`src/rtl/mdu_if.sv`:
```
// Request/response bundle between the EXE stage and the multiply/divide unit.
interface mdu_if;
    logic        req;
    logic [2:0]  op;
    logic [31:0] src1;
    logic [31:0] src2;
    logic        kill;
    logic        advance;
    logic        busy;
    logic        done;
    logic [31:0] rd_data;

    modport master (
        output req, op, src1, src2, kill, advance,
        input  busy, done, rd_data
    );

    modport slave (
        input  req, op, src1, src2, kill, advance,
        output busy, done, rd_data
    );
endinterface

```
`src/rtl/mdu.sv`:
```
// RV32M multiply/divide unit for the EXE stage.
// Multiplies take a single compute cycle; divides run a 32-step restoring
// loop, except divide-by-zero and signed overflow, which finish immediately.
module mdu (
    input  logic clk,
    input  logic rstn,
    mdu_if.slave bus
);
    typedef enum logic [1:0] {
        S_IDLE = 2'd0,
        S_MUL  = 2'd1,
        S_DIV  = 2'd2,
        S_DONE = 2'd3
    } state_t;

    state_t      state_r;
    logic [2:0]  op_r;
    logic [31:0] a_r;      // MUL: rs1; DIV: dividend shifting out, quotient shifting in
    logic [31:0] b_r;      // MUL: rs2; DIV: divisor magnitude
    logic [31:0] rem_r;    // DIV: partial remainder
    logic [4:0]  cnt_r;    // DIV: step index
    logic        neg_q_r;  // quotient must be negated at the end
    logic        neg_r_r;  // remainder must be negated at the end
    logic [31:0] res_r;

    // Magnitude of a value when it is treated as signed.
    function automatic logic [31:0] mag32(input logic [31:0] v, input logic sgn);
        return (sgn && v[31]) ? (32'd0 - v) : v;
    endfunction

    // Two's complement negate on request.
    function automatic logic [31:0] cond_neg(input logic [31:0] v, input logic neg);
        return neg ? (32'd0 - v) : v;
    endfunction

    logic               signed_div_s;
    logic               div_zero_s;
    logic               div_ovf_s;
    logic [31:0]        special_res_s;
    logic signed [32:0] mul_a_s;
    logic signed [32:0] mul_b_s;
    logic signed [65:0] prod_s;
    logic [31:0]        mul_res_s;
    logic [32:0]        shift_s;
    logic [33:0]        diff_s;
    logic [31:0]        rem_next_s;
    logic [31:0]        quo_next_s;
    logic [31:0]        div_res_s;

    // Divide special cases, decided from the live operands while idle.
    always_comb begin
        signed_div_s = ~bus.op[0];
        div_zero_s   = (bus.src2 == 32'd0);
        div_ovf_s    = signed_div_s && (bus.src1 == 32'h8000_0000) && (bus.src2 == 32'hFFFF_FFFF);
        if (div_zero_s) begin
            special_res_s = bus.op[1] ? bus.src1 : 32'hFFFF_FFFF;
        end else begin
            special_res_s = bus.op[1] ? 32'd0 : 32'h8000_0000;
        end
    end

    // 33x33 signed multiply; the extra bit selects signed or unsigned operands.
    always_comb begin
        mul_a_s = {((op_r[1:0] == 2'b01) || (op_r[1:0] == 2'b10)) & a_r[31], a_r};
        mul_b_s = {(op_r[1:0] == 2'b01) & b_r[31], b_r};
        prod_s  = 66'(mul_a_s) * 66'(mul_b_s);
        if (op_r[1:0] == 2'b00) begin
            mul_res_s = prod_s[31:0];
        end else begin
            mul_res_s = prod_s[63:32];
        end
    end

    // One restoring division step plus the sign fix-up used on the last step.
    always_comb begin
        shift_s    = {rem_r, a_r[31]};
        diff_s     = {1'b0, shift_s} - {2'b00, b_r};
        if (diff_s[33]) begin
            rem_next_s = shift_s[31:0];
        end else begin
            rem_next_s = diff_s[31:0];
        end
        quo_next_s = {a_r[30:0], ~diff_s[33]};
        if (op_r[1]) begin
            div_res_s = cond_neg(rem_next_s, neg_r_r);
        end else begin
            div_res_s = cond_neg(quo_next_s, neg_q_r);
        end
    end

    // Control FSM and datapath registers; kill outranks every other input.
    always_ff @(posedge clk or negedge rstn) begin
        if (!rstn) begin
            state_r <= S_IDLE;
            op_r    <= 3'd0;
            a_r     <= 32'd0;
            b_r     <= 32'd0;
            rem_r   <= 32'd0;
            cnt_r   <= 5'd0;
            neg_q_r <= 1'b0;
            neg_r_r <= 1'b0;
            res_r   <= 32'd0;
        end else if (bus.kill) begin
            state_r <= S_IDLE;
        end else begin
            case (state_r)
                S_IDLE: begin
                    if (bus.req) begin
                        op_r <= bus.op;
                        if (!bus.op[2]) begin
                            a_r     <= bus.src1;
                            b_r     <= bus.src2;
                            state_r <= S_MUL;
                        end else if (div_zero_s || div_ovf_s) begin
                            res_r   <= special_res_s;
                            state_r <= S_DONE;
                        end else begin
                            a_r     <= mag32(bus.src1, signed_div_s);
                            b_r     <= mag32(bus.src2, signed_div_s);
                            rem_r   <= 32'd0;
                            cnt_r   <= 5'd0;
                            neg_q_r <= signed_div_s & (bus.src1[31] ^ bus.src2[31]);
                            neg_r_r <= signed_div_s & bus.src1[31];
                            state_r <= S_DIV;
                        end
                    end
                end
                S_MUL: begin
                    if (!bus.req) begin
                        state_r <= S_IDLE;
                    end else begin
                        res_r   <= mul_res_s;
                        state_r <= S_DONE;
                    end
                end
                S_DIV: begin
                    if (!bus.req) begin
                        state_r <= S_IDLE;
                    end else begin
                        a_r   <= quo_next_s;
                        rem_r <= rem_next_s;
                        cnt_r <= cnt_r + 5'd1;
                        if (cnt_r == 5'd31) begin
                            res_r   <= div_res_s;
                            state_r <= S_DONE;
                        end
                    end
                end
                S_DONE: begin
                    if (bus.advance) begin
                        state_r <= S_IDLE;
                    end
                end
                default: begin
                    state_r <= S_IDLE;
                end
            endcase
        end
    end

    assign bus.busy    = bus.req & ~bus.kill & (state_r != S_DONE);
    assign bus.done    = (state_r == S_DONE);
    assign bus.rd_data = res_r;
endmodule

```
`src/flat_wrapper.sv`:
```
// flat-port wrapper written by rule: the top's interface ports become plain ports
module mdu_flat 
  (clk, rstn, bus_req, bus_op, bus_src1, bus_src2, bus_kill, bus_advance, bus_busy, bus_done, bus_rd_data);
  mdu_if bus_i ();
  input  logic clk;
  input  logic rstn;
  input wire logic [$bits(bus_i.req)-1:0] bus_req;
  input wire logic [$bits(bus_i.op)-1:0] bus_op;
  input wire logic [$bits(bus_i.src1)-1:0] bus_src1;
  input wire logic [$bits(bus_i.src2)-1:0] bus_src2;
  input wire logic [$bits(bus_i.kill)-1:0] bus_kill;
  input wire logic [$bits(bus_i.advance)-1:0] bus_advance;
  output wire logic [$bits(bus_i.busy)-1:0] bus_busy;
  output wire logic [$bits(bus_i.done)-1:0] bus_done;
  output wire logic [$bits(bus_i.rd_data)-1:0] bus_rd_data;
  assign bus_i.req = bus_req;
  assign bus_i.op = bus_op;
  assign bus_i.src1 = bus_src1;
  assign bus_i.src2 = bus_src2;
  assign bus_i.kill = bus_kill;
  assign bus_i.advance = bus_advance;
  assign bus_busy = bus_i.busy;
  assign bus_done = bus_i.done;
  assign bus_rd_data = bus_i.rd_data;
  mdu u_core (.clk(clk), .rstn(rstn), .bus(bus_i));
endmodule
```
`config.mk`:
```
export PLATFORM = sky130hd
export DESIGN_NAME = mdu_flat
export DESIGN_NICKNAME = d
export VERILOG_FILES = /design/src/rtl/mdu_if.sv /design/src/rtl/mdu.sv /design/src/flat_wrapper.sv
export SDC_FILE = /design/constraint.sdc
export NUM_CORES = 2
export LEC_CHECK = 0
export CORE_AREA = 2 2 349 351
export CTS_CLUSTER_DIAMETER = 80
export DETAILED_ROUTE_END_ITERATION = 8
export DIE_AREA = 0 0 351 353
export PLACE_DENSITY = 0.68
export SLEW_MARGIN = 10
export SYNTH_ARGS = -nofsm -noshare
export SYNTH_HDL_FRONTEND = slang
export SYNTH_SLANG_ARGS = --single-unit
```
`constraint.sdc`:
```
create_clock -name clk -period 8.4 [get_ports clk]
set_input_delay 1.68 -clock clk [delete_from_list [all_inputs] [get_ports clk]]
set_output_delay 1.68 -clock clk [all_outputs]
set_load 0.05 [all_outputs]
```
==> flow_summary.yaml <==
hold_path:
  worstHoldStart: "u_core.bus.rd_data[16]"
  hp-class: "reg2reg"
logic_synthesis:
  syn_nets: 7367
  syn_area_per_cell_um2: 8.49
  yosys.area.top_type_share_pct: 44.9
  synth_top_area_cell: "fa_1"
  synthCells: 5911
  synthDistinctLibCells: 87
  synth_edf_count: 0
  netlist_area_mm2: 0.0502
  synth_most_common_cell: "inv_1"
  ys_top_cells_by_count: "inv_1, fa_1, nand2_1, clkbuf_1, ha_1"
  synth_area_leaders: "fa_1, inv_1, nand2_1"
  ys_seq_area_share_pct: 6.93
  async_reset_ff_share_pct: 100
  ys_ff_latch: 139
  synthFlopType: "dfrtp_1"
  ys_warn_count: 0
drt:
  dr.pass1.iters: 5
  drcViolationCount: 0
  drt-total-wl_mm: 163
  drtAntennaViolNets: 0
  via_per_inst: 5.39
  wl_per_cell_um: 21.1
  num_vias: 41700
  drtIter0Drc: 3296
grt:
  grt.total_usage_pct: 27.0
  grt_max_degree: 92
  grt_pass1_wl_mm: 255
  grt_pass1_vias: 43800
  grt_overflow_total: 0
  antenna_found_initial: 2
sta:
  fin_skew_ps: 17.7
  slew_headroom_pct: 1.82
  worst_pin_slew_ps: 1470
  slew_violations: 0
  final.setup.tns_ps: 0
  finalSetupViolCount: 0
  max_freq_mhz: 121
  fin_crit_ps: 8290
  grt_setup_unrepaired: "yes"
  post-route-period-util_pct: 98.7
  hold_viol: 0
clocking:
  cts_buffer_depth: 2
  htreeDepth: 4
  clk_pin_slew_ps: 70
  numCtsBuffers: 17
  hold_buffers: 0
  cts_tree: "yes"
  cts_root_buffer: "clkbuf_16"
  clk-insertion-delay-late_ps: 470
  clock-sinks: 139
worst_setup_path:
  r2r-end: "u_core.bus.rd_data[19]"
  required_ps: 8750
  worst_path_most_repeated_cell: "fa_1"
  crit_path_end_kind: "register"
  crit_arrival_ps: 8640
  cp-start-kind: "register"
  path_class: "reg2reg"
  r2r-start: "u_core.a_r[26]"
  rrSetupSlack_ps: 110
  cp_slowest_cell: "fa_1"
  worstSetupStartpoint: "u_core.a_r[26]"
  critPathCapture: "u_core.bus.rd_data[19]"
  reg2regPathDepth: 31
  slowest_delay_ps: 570
  cp_max_fo: 5
place:
  dp_hpwl_mm: 137
  io_buffers: 105
  gp_congestion: 1.00
layout:
  drive_gt1_share_pct: 9.99
  fillCellCount: 11500
  nets: 7547
  syn2layout_area_growth_pct: 13.8
job:
  drv_cap: 0
floorplanning:
  dieArea_mm2: 0.124
  io_pins: 106
  die_x_um: 351
  initial_core_util_pct: 41.6
  core-area_mm2: 0.121
  fp-row-count: 128
  die_y_um: 353
outcome:
  status: "finished, final reports clean"
flip-flops by register name (all words and copies together), names as in the netlist:
name,count
u_core.neg_q_r,1
u_core.state_r,2
u_core.b_r,32
u_core.bus.rd_data,32
u_core.cnt_r,5
u_core.rem_r,32
u_core.op_r,2
u_core.neg_r_r,1
u_core.a_r,32
cell families after synthesis:
family | synth area share (%)
XOR/XNOR | 3.49
AO/OA/AOI/OAI | 9.50
multiplexers | 0.686
AND/OR/NAND/NOR | 15.9
buffers and inverters | 12.1
flip-flops | 6.93
adder cells (fa/ha/maj) | 51.3
worst min-delay path by stage:
stage | end | slack (ps) | depth (start not counted)
final | u_core.bus.rd_data[16] | 470 | 2
after CTS | u_core.bus.rd_data[16] | 470 | 2
after global placement | u_core.bus.rd_data[18] | 460 | 2
after global routing | u_core.bus.rd_data[16] | 490 | 2
after detailed placement | u_core.bus.rd_data[16] | 460 | 2
after floorplan | u_core.cnt_r[4] | 460 | 2
per-layer routing:
layer / GRT usage (%) / share of wire [%] / vias to the layer above
li1: - / - / 18300
met1: 36.4 / 41 / 21500
met2: 44.0 / 48 / 1657
met5: 0 / 0 / -
met3: 3.90 / 7.2 / 324
met4: 10.3 / 4.3 / 0
worst max-delay path, delay by kind of cell (launching register included):
kind	cells	cell delay [ps]
AND/OR/NAND/NOR	7	1030
adder cells (fa/ha/maj)	9	4500
AO/OA/AOI/OAI	6	1400
buffers and inverters	9	750
flip-flops	1	500
cells in the final DEF, fill, tap and decap left out, drive strengths merged, types with 14 or more instances in the layout:
| master | n |
|---|---|
| inv | 1270 |
| fa | 1126 |
| nand2 | 1028 |
| buf | 403 |
| ha | 258 |
| and2 | 249 |
| nor2 | 236 |
| o21ai | 217 |
| a21oi | 206 |
| dfrtp | 139 |
| xnor2 | 115 |
| clkdlybuf4s50 | 104 |
| xor2 | 85 |
| o31ai | 57 |
| a21o | 49 |
| nor3 | 44 |
| nand3 | 38 |
| and3 | 31 |
| nand4 | 29 |
| a211oi | 26 |
| o211ai | 24 |
| or3 | 24 |
| mux2i | 22 |
| or2 | 22 |
| a31oi | 21 |
| nor2b | 20 |
| o21a | 20 |
| nor4 | 20 |
| clkbuf | 19 |
| nand2b | 15 |
| a221oi | 15 |
| o41ai | 14 |
| or4 | 14 |
timing repair:
action	in CTS	in global routing
gates cloned	0	0
pin swaps	4	97
resized for setup	20	137
setup endpoints to repair	19	28
buffers inserted	0	17
through the flow:
step,worst slack [ps],hold slack (ps),instance area (µm²),util (%),cells
after CTS,13.8,472,56400,46.8,7715
after floorplan,21.4,456,50300,-,5911
after global placement,-290,456,55700,46.2,7683
after global routing,-114,494,57100,47.4,7729
final,107,470,57100,47.4,7736
after detailed placement,-419,458,55700,46.2,7683
cell type report:
| class | count | area (µm²) | area share (%) |
|---|---|---|---|
| repair buffers | 507 | 4870 | 8.53 |
| inverters | 1269 | 4790 | 8.39 |
| clock inverters | 13 | 151 | 0.265 |
| clock buffers | 19 | 453 | 0.793 |
| multi-input cells | 4157 | 41300 | 72.3 |
| well taps | 1625 | 2030 | 3.56 |
| diodes | 7 | 17.5 | 0.0307 |
| flip-flops and latches | 139 | 3490 | 6.11 |
Power is left out: the tool's default activity adds up to more than one toggle a clock period on the data nets, which glitch-free logic cannot reach.
